**config.mk**
```make
export PLATFORM = sky130hd
export DESIGN_NAME = tdc_measure_ctrl
export DESIGN_NICKNAME = d
export VERILOG_FILES = /design/src/rtl/tdc_pkg.sv /design/src/rtl/tdc_result_fifo.sv /design/src/rtl/tdc_measure_ctrl.sv
export SDC_FILE = /design/constraint.sdc
export NUM_CORES = 1
export LEC_CHECK = 0
export CAP_MARGIN = 20
export CORE_ASPECT_RATIO = 0.9
export CORE_MARGIN = 2
export CORE_UTILIZATION = 45
export CTS_CLUSTER_DIAMETER = 120
export CTS_CLUSTER_SIZE = 30
export DETAILED_ROUTE_END_ITERATION = 16
export PLACE_DENSITY = 0.64
export SLEW_MARGIN = 20
export SYNTH_ARGS = -nofsm -noshare
export SYNTH_HDL_FRONTEND = slang
export SYNTH_SLANG_ARGS = --single-unit
```
**constraint.sdc**
```tcl
create_clock -name clk -period 2.8 [get_ports clk]
set_input_delay 0.42 -clock clk [delete_from_list [all_inputs] [get_ports clk]]
set_output_delay 0.42 -clock clk [all_outputs]
set_load 0.05 [all_outputs]
```
**src/rtl/tdc_pkg.sv**
```systemverilog
// Shared definitions for the TDC measurement controller: FSM states,
// result field layout and width helpers.
package tdc_pkg;

  typedef enum logic [1:0] {
    ST_IDLE    = 2'd0,
    ST_MEASURE = 2'd1,
    ST_DONE    = 2'd2
  } state_t;

  // Result word, MSB first: {timeout, coarse[COARSE_W-1:0], fine[FINE_W-1:0]}
  localparam int unsigned TIMEOUT_W = 1;

  function automatic int unsigned clog2(input int unsigned value);
    int unsigned r;
    r = 0;
    if (value > 1) begin
      for (int unsigned v = value - 1; v > 0; v = v >> 1) r++;
    end
    return r;
  endfunction

  // Fine field must hold popcounts 0..n_taps inclusive.
  function automatic int unsigned calc_fine_w(input int unsigned n_taps);
    return clog2(n_taps + 1);
  endfunction

  function automatic int unsigned calc_res_w(input int unsigned coarse_w,
                                             input int unsigned n_taps);
    return TIMEOUT_W + coarse_w + calc_fine_w(n_taps);
  endfunction

endpackage

```
**src/rtl/tdc_result_fifo.sv**
```systemverilog
// Result FIFO: registered occupancy/valid, head presented straight from storage,
// writes into a full FIFO are accepted only when a pop happens on the same edge.
module tdc_result_fifo
  import tdc_pkg::*;
#(
  parameter int unsigned WIDTH = 8,
  parameter int unsigned DEPTH = 4,
  localparam int unsigned PTR_W = clog2(DEPTH),
  localparam int unsigned CNT_W = clog2(DEPTH + 1)
) (
  input  logic             clk,
  input  logic             rst_n,
  input  logic             wr_en,
  input  logic [WIDTH-1:0] wr_data,
  input  logic             rd_ready,
  output logic             rd_valid,
  output logic [WIDTH-1:0] rd_data,
  output logic [CNT_W-1:0] level,
  output logic             drop_c
);

  logic [WIDTH-1:0] mem [DEPTH];
  logic [PTR_W-1:0] wr_ptr;
  logic [PTR_W-1:0] rd_ptr;
  logic             full_c;
  logic             pop_c;
  logic             push_c;
  logic [CNT_W-1:0] level_nxt_c;

  assign full_c  = (level == CNT_W'(DEPTH));
  assign pop_c   = rd_valid && rd_ready;
  assign push_c  = wr_en && (!full_c || pop_c);
  assign drop_c  = wr_en && full_c && !pop_c;
  assign rd_data = mem[rd_ptr];

  always_comb begin
    level_nxt_c = level;
    if (push_c && !pop_c) begin
      level_nxt_c = level + CNT_W'(1);
    end else if (pop_c && !push_c) begin
      level_nxt_c = level - CNT_W'(1);
    end
  end

  // Pointers wrap naturally since DEPTH is a power of two.
  always_ff @(posedge clk or negedge rst_n) begin
    if (!rst_n) begin
      for (int unsigned i = 0; i < DEPTH; i++) mem[i] <= '0;
      wr_ptr   <= '0;
      rd_ptr   <= '0;
      level    <= '0;
      rd_valid <= 1'b0;
    end else begin
      if (push_c) begin
        mem[wr_ptr] <= wr_data;
        wr_ptr      <= wr_ptr + PTR_W'(1);
      end
      if (pop_c) begin
        rd_ptr <= rd_ptr + PTR_W'(1);
      end
      level    <= level_nxt_c;
      rd_valid <= (level_nxt_c != '0);
    end
  end

endmodule

```
**src/rtl/tdc_measure_ctrl.sv**
```systemverilog
// TDC measurement controller: coarse cycle count between start and stop,
// fine value from the popcount of the delay-line snapshot, results queued in a FIFO.
module tdc_measure_ctrl
  import tdc_pkg::*;
#(
  parameter int unsigned N_TAPS     = 32,
  parameter int unsigned COARSE_W   = 8,
  parameter int unsigned FIFO_DEPTH = 4,
  localparam int unsigned FINE_W  = calc_fine_w(N_TAPS),
  localparam int unsigned RES_W   = calc_res_w(COARSE_W, N_TAPS),
  localparam int unsigned LEVEL_W = clog2(FIFO_DEPTH + 1)
) (
  input  logic               clk,
  input  logic               rst_n,
  input  logic               start,
  input  logic               stop,
  input  logic [N_TAPS-1:0]  taps,
  input  logic               rd_ready,
  input  logic               clr,
  output logic               rd_valid,
  output logic [RES_W-1:0]   rd_data,
  output logic               busy,
  output logic               overflow,
  output logic [LEVEL_W-1:0] level
);

  localparam logic [COARSE_W-1:0] CNT_MAX = '1;

  state_t              state;
  logic [COARSE_W-1:0] coarse_cnt;
  logic [RES_W-1:0]    result;
  logic [FINE_W-1:0]   fine_c;
  logic                wr_en_c;
  logic                drop_c;

  // Popcount rather than leading-one so a single bubble costs at most one LSB.
  always_comb begin
    fine_c = '0;
    for (int unsigned i = 0; i < N_TAPS; i++) begin
      fine_c = fine_c + FINE_W'(taps[i]);
    end
  end

  always_ff @(posedge clk or negedge rst_n) begin
    if (!rst_n) begin
      state      <= ST_IDLE;
      coarse_cnt <= '0;
      result     <= '0;
      busy       <= 1'b0;
    end else begin
      case (state)
        ST_IDLE: begin
          if (start) begin
            coarse_cnt <= '0;
            busy       <= 1'b1;
            state      <= ST_MEASURE;
          end
        end
        ST_MEASURE: begin
          if (stop) begin
            result <= {1'b0, coarse_cnt, fine_c};
            state  <= ST_DONE;
          end else if (coarse_cnt == CNT_MAX) begin
            result <= {1'b1, CNT_MAX, FINE_W'(0)};
            state  <= ST_DONE;
          end else begin
            coarse_cnt <= coarse_cnt + COARSE_W'(1);
          end
        end
        ST_DONE: begin
          busy  <= 1'b0;
          state <= ST_IDLE;
        end
        default: begin
          busy  <= 1'b0;
          state <= ST_IDLE;
        end
      endcase
    end
  end

  assign wr_en_c = (state == ST_DONE);

  // A drop on the same edge as clr wins so no lost result goes unreported.
  always_ff @(posedge clk or negedge rst_n) begin
    if (!rst_n) begin
      overflow <= 1'b0;
    end else if (drop_c) begin
      overflow <= 1'b1;
    end else if (clr) begin
      overflow <= 1'b0;
    end
  end

  tdc_result_fifo #(
    .WIDTH (RES_W),
    .DEPTH (FIFO_DEPTH)
  ) u_fifo (
    .clk      (clk),
    .rst_n    (rst_n),
    .wr_en    (wr_en_c),
    .wr_data  (result),
    .rd_ready (rd_ready),
    .rd_valid (rd_valid),
    .rd_data  (rd_data),
    .level    (level),
    .drop_c   (drop_c)
  );

endmodule
```
## Yosys cells after proc, flatten, opt, wreduce, memory -nomap -nowiden

Cells that the tools add are included.
W data, S select, Z words.

| word-level totals | value |
|---|---|
| bits in registers | 95 |
| word-level logic and storage cells | 105 |
| input bits | 38 |
| output and inout port bits | 21 |

| cells by class | value |
|---|---|
| equality and inequality tests | 8 |
| $add $sub $neg | 36 |
| bitwise operators | 3 |
| multiplexer cells | 22 |
| order comparisons | 3 |
| reduce and logical (&&, ||, !) cells | 20 |

Operators with widths:

| operator | number |
|---|---|
| $add A6 B1 Y6 | 26 |
| $mux W15 | 5 |
| $bwmux W60 | 1 |
| $bmux W15 S2 | 1 |
| $demux W15 S2 | 1 |
| $mux W8 | 3 |
| $pmux W8 S2 | 1 |
| $add A8 B1 Y8 const B | 1 |
| $eq A8 B8 Y1 const B | 1 |
| $logic_and A1 B1 Y1 | 7 |
| $add A5 B1 Y6 | 1 |
| $ge A3 B3 Y1 const B | 2 |
| $mux W2 | 3 |
| $mux W3 | 2 |
| $ne A2 B2 Y1 const B | 3 |
| $not A2 Y3 | 2 |
| $reduce_and A2 Y1 | 3 |
| $reduce_bool A2 Y1 | 3 |
| $add A4 B1 Y5 | 1 |
| $add A2 B1 Y2 const B | 2 |
| $add A3 B1 Y4 | 1 |
| $pmux W2 S2 | 1 |
| $reduce_and A4 Y1 | 1 |
| $add A2 B1 Y3 | 1 |
| 15 further kinds | 19 |

## Logic depth before layout (Yosys ltp)

| logic depth | value |
|---|---|
| depth in word-level cells | 32 |
| mapped depth | 15 |
| mapped depth without buffers | 15 |

## Hierarchy

From an unflattened synthesis, not the netlist that was laid out.

| second synthesis, totals | value |
|---|---|
| cells, all modules | 376 |
| area, all modules | 5086.1 um^2 |

Modules (own cells, without submodules):

| module | cells each | area an instance (um^2) | seq. area each (um^2) | times used |
|---|---|---|---|---|
| tdc_result_fifo | 189 | 3079.2 | 1701.6 | 1 |
| tdc_measure_ctrl | 187 | 2006.9 | 675.6 | 1 |

## Worst setup path before layout

No wires, ideal clock.

| path | value |
|---|---|
| path type | input port to flip-flop |
| start | input taps[0] |
| end | register result[4] |
| path buffers | 0 |
| slack | -1893 ps |
| stages on the path | 15 |
| data required time | 2678 ps |
| arrival | 4572 ps |
| path through | inv_1 fa_1 fa_1 fa_1 fa_1 fa_1 fa_1 inv_1 ha_1 inv_1 fa_1 nor2b_1 o21a_1 or3_1 a32o_1 |

| between the ends | value |
|---|---|
| longest elaborated chain between the ends | 32 |

Ends and longest elaborated chain:

| what | RTL line | text |
|---|---|---|
| from (decl) | tdc_measure_ctrl.sv:17 | `input logic [N_TAPS-1:0] taps,` |
| $add A1 B1 Y2 | tdc_measure_ctrl.sv:40 | `fine_c = fine_c + FINE_W'(taps[i]);` |
| $add A2 B1 Y3 | tdc_measure_ctrl.sv:40 |  |
| $add A3 B1 Y4 | tdc_measure_ctrl.sv:40 |  |
| $add A4 B1 Y5 | tdc_measure_ctrl.sv:40 |  |
| $add A5 B1 Y6 | tdc_measure_ctrl.sv:40 |  |
| $add A6 B1 Y6 (26 in a row) | tdc_measure_ctrl.sv:40 |  |
| $mux W15 | tdc_measure_ctrl.sv:60 | `if (stop) begin` |
| to (signal assigned) | tdc_measure_ctrl.sv:61 | `result <= {1'b0, coarse_cnt, fine_c};` |
| to (signal assigned) | tdc_measure_ctrl.sv:64 | `result <= {1'b1, CNT_MAX, FINE_W'(0)};` |
| to (decl) | tdc_measure_ctrl.sv:31 | `logic [RES_W-1:0] result;` |

No other way between the ends.
A chain may end at the register's enable or synchronous reset.

## Worst setup path in the final report

| path | value |
|---|---|
| start | input taps[3] |
| end | register result[4] |

| between the ends | value |
|---|---|
| longest elaborated chain between the ends | 30 |

Ends and longest elaborated chain:

| what | RTL line |
|---|---|
| $add A3 B1 Y4 | tdc_measure_ctrl.sv:40 |
| $add A4 B1 Y5 | tdc_measure_ctrl.sv:40 |
| $add A5 B1 Y6 | tdc_measure_ctrl.sv:40 |
| $add A6 B1 Y6 (26 in a row) | tdc_measure_ctrl.sv:40 |
| $mux W15 | tdc_measure_ctrl.sv:60 |

No other way between the ends.

==> out/results.tsv <==
metric	value	unit
slowest_stage	fa_1	
ys_ff_latch	95	
fin_crit_sh	162	%
synth_cells	374	
reg2reg_depth	6	
dpl_cell_area	0.00585	sq mm
die_y	104	microns
fp.dieArea	0.0120	sq mm
yosys_warnings	0	
placementRows	36	
clock.fmax	0.221	GHz
syn_nets	451	
p_leak	2.95	nW
max_cap_violations	0	
track_usage	18.0	%
critPathMostFrequentCell	fa_1	
drive_gt1_share	36.4	%
finalInstanceArea	0.00617	sq mm
slew_headroom	55.0	%
vias	3120	
overflow	0	
ant_nets	0	
fin_hold_ws	0.121	ns
arrival	4.76	ns
port_buffers	58	
routed_wl	9800	microns
core	0.0109	sq mm
setup_viol	6	
final_cell_mix	dfrtp_1, mux2_2, inv_1, buf_4, clkdlybuf4s50_1	
fin_skew	0.00752	ns
worstPathRequired	3.03	ns
clkLatencyLatePin	0.34	ns
syn_area	0.00501	sq mm
final_cells	611	
drv_slew	0	
crit_type	in -> reg	
clock-root-buffer	clkbuf_16	
drc	0	
die_width	115	microns
setup_slack	-1.73	ns
grt_pass1_wl	16700	microns
cts_tree	yes	
ios	59	
grt_max_degree	53	
grt_pass1_vias	3283	
path_clk_slew	0.07	ns
antenna_found_initial	0	
globalplace.congestion	0.776	
fin_crit	4.53	ns
worst_slew_pin_slew	0.675	ns
viasPerCell	5.11	
cts-htree-levels	3	
syn_to_final_growth	23.2	%
cts_sinks	95	
cp-start-kind	primary input	
synth_flop_cell	dfrtp_1	
first_pass_iters	4	
vdd_drop_max	607	uV
start_util	46.1	%
fin_nets	531	
outcome	finished, violations left	
dr.first_iter.drc_count	243	
hold_class	in -> async	
yosysUniqueCellTypes	46	
worstPathCellList	buf_6 > inv_2 > fa_1 > fa_1 > fa_2 > fa_1 > fa_1 > fa_1 > inv_2 > ha_4 > inv_2 > fa_2 > nor2b_1 > o21a_1 > or3_1 > a32o_1	
synth_async_sr_flop_share	100	%
violations	setup timing	
layout_commonest_cell	dfrtp_1	
crit_path_max_incr_delay	0.57	ns
routedWlPerCell	16.0	microns
worst-path-max-fanout	2	
pre_cts_ws	-2.54	ns
hold_viol	0	
diodes	0	
crit_path_end_kind	flop	
dp_hpwl	7090	microns
clock_path_buffers	2	
syn_avg_cell_area	13.4	sq um
cts_buffers	9	
placed_cells	592	
hold_buffers	0	
power_density	1250	mW/mm^2
synth_edf_count	0	
rsz0062_at_grt	true	
synth_seq_area_share	47.5	%
## cells in the mapped netlist, types with 2 or more instances
cell type	number	area share [%]
nand2_2	5	0.62
clkbuf_1	3	0.22
mux2_2	60	13
a21oi_1	6	0.60
dfrtp_1	95	47
o22a_1	6	1.0
nor2_1	8	0.60
a2bb2oi_1	2	0.35
o21a_1	2	0.30
buf_2	2	0.20
nand3_1	4	0.40
a21o_1	2	0.30
or3_1	2	0.25
nand2b_1	2	0.25
nor2b_1	4	0.50
a32o_1	3	0.60
buf_6	4	0.90
and2_1	2	0.25
nor3_1	3	0.30
and3_1	2	0.25
o21ai_0	8	0.80
mux4_2	15	6.7
xnor2_1	6	1.0
inv_1	58	4.3
nand2_1	5	0.37
a22o_1	5	0.87
a211oi_1	2	0.30
ha_1	15	3.7
fa_1	24	9.6
nand4_1	3	0.37
## what timing repair did
action,4_1_cts,5_1_grt
resized for setup,51,14
pin swaps,18,23
setup buffers,1,2
endpoints found under the setup margin,6,6
## worst max-delay path, delay by kind of cell
kind | cells | cell delay, ns
adders and majority gates | 8 | 3.39
AOI/OAI and AO/OA | 2 | 0.41
and+or+nand+nor | 2 | 0.35
buffers and inverters | 4 | 0.18
## routing by layer
layer	global-route usage [%]	vias up	part of all wire, %
met2	27.1	55	49
met4	4.13	0	0.84
met5	0	-	0
met1	26.0	1597	47
li1	-	1458	-
met3	4.95	10	4.0
## state kept, by name, indices dropped and copies added (netlist names)
register,flops
u_fifo.rd_ptr,2
u_fifo.mem,60
u_fifo.wr_ptr,2
overflow,1
u_fifo.level,3
u_fifo.rd_valid,1
coarse_cnt,8
busy,1
state,2
result,15
## cell families (layout without fill, tap and decap cells)
kind of cell,after synthesis,in the layout,synth area share [%]
flops,95,95,47.5
mux,76,76,20.4
buf+inv,68,153,5.75
compound gates,45,45,6.95
simple gates,44,44,4.80
fa+ha+maj,39,39,13.3
xor+xnor,7,7,1.22
## stage by stage
step                total power, mW  utilization (%)  TNS [ns]
finish                         7.73             56.8     -8.76
global route                   8.35             56.8     -9.64
CTS                            7.73             56.5     -8.90
detailed placement             6.34             53.9    -13.59
global placement               6.23             53.9    -13.31
floorplan                      5.16                -     -9.12
## area by class of cell
| type | count | area [sq um] |
|---|---|---|
| fillers | 914 | 4690 |
| flip-flops and latches | 95 | 2380 |
| multi-input cells | 211 | 2370 |
| repair buffers | 78 | 671 |
| clock buffers | 11 | 243 |
| inverters | 59 | 229 |
| well taps | 152 | 190 |
| clock inverters | 5 | 86.3 |
## worst paths after layout
kind	start	end	slack, ns
setup reg to reg	coarse_cnt[0]$_DFFE_PN0P_	coarse_cnt[5]$_DFFE_PN0P_	0.74
max in group asynchronous	rst_n	u_fifo.mem[33]$_DFFE_PN0P_	2.02
hold / removal	rst_n	u_fifo.mem[58]$_DFFE_PN0P_	0.12
hold reg to reg	u_fifo.mem[26]$_DFFE_PN0P_	u_fifo.mem[26]$_DFFE_PN0P_	0.50
min in group clk	u_fifo.mem[26]$_DFFE_PN0P_	u_fifo.mem[26]$_DFFE_PN0P_	0.50
setup / recovery	taps[3]	result[4]$_DFFE_PN0P_	-1.73
## where the power goes
part / switching, mW / leakage (nW) / internal (mW)
Sequential: 0.431 / 1.22 / 1.90
Clock: 0.518 / 0.161 / 0.815
Combinational: 2.09 / 1.57 / 1.97
Total: 3.04 / 2.95 / 4.69
Note: power is estimated with default switching activity, not from simulation.
